$ cat config.mk
export PLATFORM = sky130hd
export DESIGN_NAME = sequence_generator
export DESIGN_NICKNAME = d
export VERILOG_FILES = /design/src/rtl/sequence_generator.sv
export SDC_FILE = /design/constraint.sdc
export NUM_CORES = 1
export LEC_CHECK = 0
export CELL_PAD_IN_SITES_DETAIL_PLACEMENT = 1
export CELL_PAD_IN_SITES_GLOBAL_PLACEMENT = 2
export CORE_ASPECT_RATIO = 0.75
export CORE_MARGIN = 4
export CORE_UTILIZATION = 29
export DETAILED_ROUTE_END_ITERATION = 6
export PLACE_DENSITY_LB_ADDON = 0.25
export SYNTH_ARGS = -nofsm -noshare
export SYNTH_HDL_FRONTEND = slang
export SYNTH_SLANG_ARGS = --single-unit
export TNS_END_PERCENT = 5
$ cat constraint.sdc
create_clock -name clk -period 2.1 [get_ports clk]
set_clock_uncertainty 0.1 [all_clocks]
set_input_delay 0.63 -clock clk [delete_from_list [all_inputs] [get_ports clk]]
set_output_delay 0.63 -clock clk [all_outputs]
set_load 0.005 [all_outputs]
$ cat src/rtl/sequence_generator.sv
`default_nettype none
// ============================================================================
// Module   : sequence_generator
// Purpose  : Serial pattern transmitter. Shifts a latched pattern out
//            MSB-first, repeated N times with optional idle gaps in between.
// Revision : 1.0 - initial release
// ============================================================================
module sequence_generator #(
   parameter int   PAT_W    = 3,
   parameter int   CNT_W    = 8,
   parameter int   GAP_W    = 4,
   parameter logic IDLE_BIT = 1'b0
) (
   input  logic             clk,
   input  logic             reset,
   input  logic             start_valid,
   output logic             start_ready,
   input  logic [PAT_W-1:0] pattern,
   input  logic [CNT_W-1:0] repeat_cnt,
   input  logic [GAP_W-1:0] gap,
   input  logic             abort,
   output logic             dataout,
   output logic             data_valid,
   output logic             frame_start,
   output logic             done,
   output logic             busy
);

   localparam int IDX_W = (PAT_W > 1) ? $clog2(PAT_W) : 1;
   localparam logic [IDX_W-1:0] IDX_MSB = IDX_W'(PAT_W - 1);

   typedef enum logic [1:0] {
      ST_IDLE  = 2'd0,
      ST_SHIFT = 2'd1,
      ST_GAP   = 2'd2,
      ST_DONE  = 2'd3
   } state_t;

   state_t             state_q, state_d;
   logic [PAT_W-1:0]   pat_q, pat_d;
   logic [CNT_W-1:0]   rem_q, rem_d;
   logic [GAP_W-1:0]   gap_q, gap_d;
   logic [GAP_W-1:0]   gcnt_q, gcnt_d;
   logic [IDX_W-1:0]   idx_q, idx_d;
   logic               dout_q, dout_d;
   logic               dv_q, dv_d;
   logic               fs_q, fs_d;
   logic               done_q, done_d;
   logic               busy_q, busy_d;
   logic [IDX_W-1:0]   idx_dec;

   assign idx_dec = idx_q - 1'b1;

   always_comb begin
      state_d = state_q;
      pat_d   = pat_q;
      rem_d   = rem_q;
      gap_d   = gap_q;
      gcnt_d  = gcnt_q;
      idx_d   = idx_q;
      dout_d  = IDLE_BIT;
      dv_d    = 1'b0;
      fs_d    = 1'b0;
      done_d  = 1'b0;

      case (state_q)
         ST_IDLE: begin
            if (start_valid) begin
               pat_d = pattern;
               rem_d = repeat_cnt;
               gap_d = gap;
               idx_d = IDX_MSB;
               if (repeat_cnt == '0) begin
                  state_d = ST_DONE;
                  done_d  = 1'b1;
               end else begin
                  state_d = ST_SHIFT;
                  dout_d  = pattern[PAT_W-1];
                  dv_d    = 1'b1;
                  fs_d    = 1'b1;
               end
            end
         end
         ST_SHIFT: begin
            if (abort) begin
               state_d = ST_IDLE;
            end else if (idx_q != '0) begin
               idx_d  = idx_dec;
               dout_d = pat_q[idx_dec];
               dv_d   = 1'b1;
            end else if (rem_q == CNT_W'(1)) begin
               state_d = ST_DONE;
               done_d  = 1'b1;
            end else begin
               rem_d = rem_q - 1'b1;
               if (gap_q == '0) begin
                  // back-to-back repetition: next frame starts immediately
                  idx_d  = IDX_MSB;
                  dout_d = pat_q[PAT_W-1];
                  dv_d   = 1'b1;
                  fs_d   = 1'b1;
               end else begin
                  state_d = ST_GAP;
                  gcnt_d  = gap_q;
               end
            end
         end
         ST_GAP: begin
            if (abort) begin
               state_d = ST_IDLE;
            end else if (gcnt_q <= GAP_W'(1)) begin
               state_d = ST_SHIFT;
               idx_d   = IDX_MSB;
               dout_d  = pat_q[PAT_W-1];
               dv_d    = 1'b1;
               fs_d    = 1'b1;
            end else begin
               gcnt_d = gcnt_q - 1'b1;
            end
         end
         ST_DONE: begin
            state_d = ST_IDLE;
         end
         default: begin
            state_d = ST_IDLE;
         end
      endcase

      busy_d = (state_d != ST_IDLE);
   end

   always_ff @(posedge clk or negedge reset) begin
      if (!reset) begin
         state_q <= ST_IDLE;
         pat_q   <= '0;
         rem_q   <= '0;
         gap_q   <= '0;
         gcnt_q  <= '0;
         idx_q   <= '0;
         dout_q  <= IDLE_BIT;
         dv_q    <= 1'b0;
         fs_q    <= 1'b0;
         done_q  <= 1'b0;
         busy_q  <= 1'b0;
      end else begin
         state_q <= state_d;
         pat_q   <= pat_d;
         rem_q   <= rem_d;
         gap_q   <= gap_d;
         gcnt_q  <= gcnt_d;
         idx_q   <= idx_d;
         dout_q  <= dout_d;
         dv_q    <= dv_d;
         fs_q    <= fs_d;
         done_q  <= done_d;
         busy_q  <= busy_d;
      end
   end

   assign start_ready = (state_q == ST_IDLE);
   assign dataout     = dout_q;
   assign data_valid  = dv_q;
   assign frame_start = fs_q;
   assign done        = done_q;
   assign busy        = busy_q;

endmodule
`default_nettype wire

==> impl_metrics.csv <==
group,metric,value,unit
die,start_util,29.8,%
synth,dominantRegCellSynth,"dfrtp_1",
sta,fin_ws,-0.0149,ns
place,post-dp-hpwl,3650,µm
clock_network,cts_root_buf,"clkbuf_8",
synth,syn_inst,175,
routing,post_drt_via_cell_ratio,4.86,
worst_hold_path,hold_class,"register to register",
clock_network,tritoncts,"yes",
flow_run,maxCapViolCount,0,
die,dieArea,6720,µm²
synth,yosysWarnings,0,
global_route,grt_usage,15.4,%
critical_path,r2r_slack,-0.01,ns
cells_and_area,finalNetCount,263,
synth,synth-seq-cells,28,
global_route,grt_pass1_vias,1714,
die,ios,25,
sta,tightest_slew,0.420,ns
global_route,antenna_found_initial,0,
global_route,grt_max_degree,29,
place,dp_cells,303,
power,total_leakage_power,0.00102,µW
routing,wl_per_cell,15.2,µm
routing,wl,4730,µm
routing,route.detailed.drc,0,
die,row_count,23,
synth,syn_area,1580,µm²
clock_network,cts_made_buffers,3,
synth,synth_nets,200,
critical_path,start_kind,"primary input",
critical_path,path_class,"primary input to register",
status,violations,"setup timing",
synth,ys_types,41,
critical_path,regToRegStartpoint,"rem_q[5]",
power,cellPowerDensity,1300,nW/µm²
place,port_buffers,24,
routing,drtPass1Iterations,4,
worst_hold_path,hp-start,"pat_q[1]",
sta,rsz0062_at_grt,"yes",
synth,avgSynthCellArea,9.05,µm²
critical_path,endpoint_kind,"register",
synth,seq_area_frac_synth,44.2,%
clock_network,clk_pin_slew,0.10,ns
critical_path,crit_start,"abort",
routing,vias,1516,
global_route,grt_pass1_wl,8290,µm
clock_network,clock_sinks,28,
sta,finalSetupViolCount,1,
sta,max_freq,473,MHz
cells_and_area,syn_to_final_growth,45.2,%
sta,post-route-period-util,101,%
sta,slew_headroom,71.6,%
cells_and_area,n_fill_cell,630,
sta,hold_violations,0,
place,post-place-ws,-0.338,ns
clock_network,insertion_delay,0.28,ns
die,core_area,5320,µm²
sta,tns,-0.0149,ns
cells_and_area,drive_gt1_share,25.7,%
sta,hold_slack,0.395,ns
clock_network,cts.path.max_buffers,2,
cells_and_area,antenna_cells,0,
cells_and_area,finalNonFillerCells,312,
routing,first_iter_violations,32,
sta,finalMaxSlewViolations,0,
synth,async_reset_ff_share,100,%
place,gp_congestion,0.799,
global_route,gr-total-overflow,0,
critical_path,worstPathRequired,2.18,ns
status,status,"finished with violations",
critical_path,crit_arrival,2.19,ns
synth,synth_edf_count,0,
die,fp.dieH,72.0,µm
routing,ant_nets,0,
clock_network,htreeDepth,1,
sta,fin_crit,2.11,ns
critical_path,cp_max_fo,5,
power,peakVddDrop,696,µV
die,die_w,93.3,µm
[repair_timing]
| action | in CTS | in global routing |
|---|---|---|
| resized for setup | 9 | 5 |
| hold buffers | 0 | 0 |
| buffers inserted | 2 | 3 |
| setup endpoints to repair | 8 | 7 |
| pin swaps | 3 | 3 |
[state kept, by name, indices dropped and copies added, names as in the netlist]
register,cells
data_valid,1
gcnt_q,4
frame_start,1
dataout,1
idx_q,2
pat_q,3
rem_q,8
done,1
state_q,2
gap_q,4
busy,1
[path summary, 6_finish.rpt]
kind,cells past startpoint,endpoint
max,6,gcnt_q[0]
max reg2reg,6,gcnt_q[0]
max in group asynchronous,2,rem_q[4]
min reg2reg,2,pat_q[1]
min in group asynchronous,2,gcnt_q[3]
min,2,pat_q[1]
[cell usage in the layout, fill, tap and decap left out, types with 3 or more instances in the layout]
cell type and count:
a22oi_1 3, nor2_1 15, nand2_1 30, o21ai_0 19
a21oi_1 8, nor4_1 3, nor3_1 6, clkbuf_8 4
buf_4 39, nand2b_1 3, ha_1 5, dfrtp_1 28
clkdlybuf4s50_1 23, nand3_1 3, inv_1 6
[Yosys cell counts, drive strengths merged, types with 2 or more instances]
cell / number / area share [%]
nand3: 3 / 0.95
o21ai: 22 / 7.7
nor4: 5 / 2.9
a22oi: 3 / 1.4
a22o: 3 / 1.8
ha: 6 / 4.7
nand2: 30 / 7.1
or4: 3 / 1.7
nor2: 16 / 3.8
nor4b: 2 / 1.1
a31oi: 2 / 0.79
or3: 2 / 0.79
nor3b: 2 / 0.95
dfrtp: 28 / 44
inv: 7 / 1.7
nand2b: 3 / 1.2
mux2i: 2 / 1.3
nor3: 6 / 1.9
clkbuf: 5 / 1.2
a21oi: 8 / 2.5
[stage by stage]
stage          area, µm²  power, µW  util [%]
2_1_floorplan       1580       1790         -
3_5_place_dp        2150       2540      40.5
3_3_place_gp        2150       2450      40.5
4_1_cts             2260       2960      42.4
6_report            2300       2980      43.2
5_1_grt             2300       3260      43.2
[per-layer routing]
| metal | routed length, µm | GRT usage, % | share of wire, % | up-vias |
|---|---|---|---|---|
| li1 | - | - | - | 751 |
| met1 | 2390 | 21.9 | 51 | 740 |
| met2 | 2160 | 24.7 | 46 | 20 |
| met3 | 140 | 2.90 | 3.0 | 5 |
| met5 | 0 | 0 | 0 | - |
| met4 | 36 | 3.09 | 0.76 | 0 |
[final cells by class]
class / count / area (µm²) / area share [%]
flip-flops and latches: 28 / 701 / 30.5
repair buffers: 63 / 536 / 23.3
well taps: 75 / 93.8 / 4.08
inverters: 7 / 26.3 / 1.14
clock buffers: 4 / 55.1 / 2.39
multi-input cells: 135 / 888 / 38.6
[critical path: stages]
cell and delay (ns):
clkdlybuf4s50_1 0.43, and4bb_2 0.37, o21ai_4 0.08, o2bb2ai_4 0.17, mux2_4 0.31, a31o_1 0.19
[cell families (layout without fill, tap and decap cells)]
kind of cell	Yosys count	after routing	synth area share [%]
fa+ha+maj	6	6	4.74
compound gates	49	49	21.1
flops	28	28	44.2
mux	3	3	2.21
simple gates	77	77	24.9
buf+inv	12	74	2.84
[power by group]
part	internal, µW	switching (µW)	leakage (µW)
logic	822	815	0.000645
registers	772	228	0.000347
clock network	168	174	0.0000288
total	1760	1220	0.00102
Power figures use the tool's default switching activity.
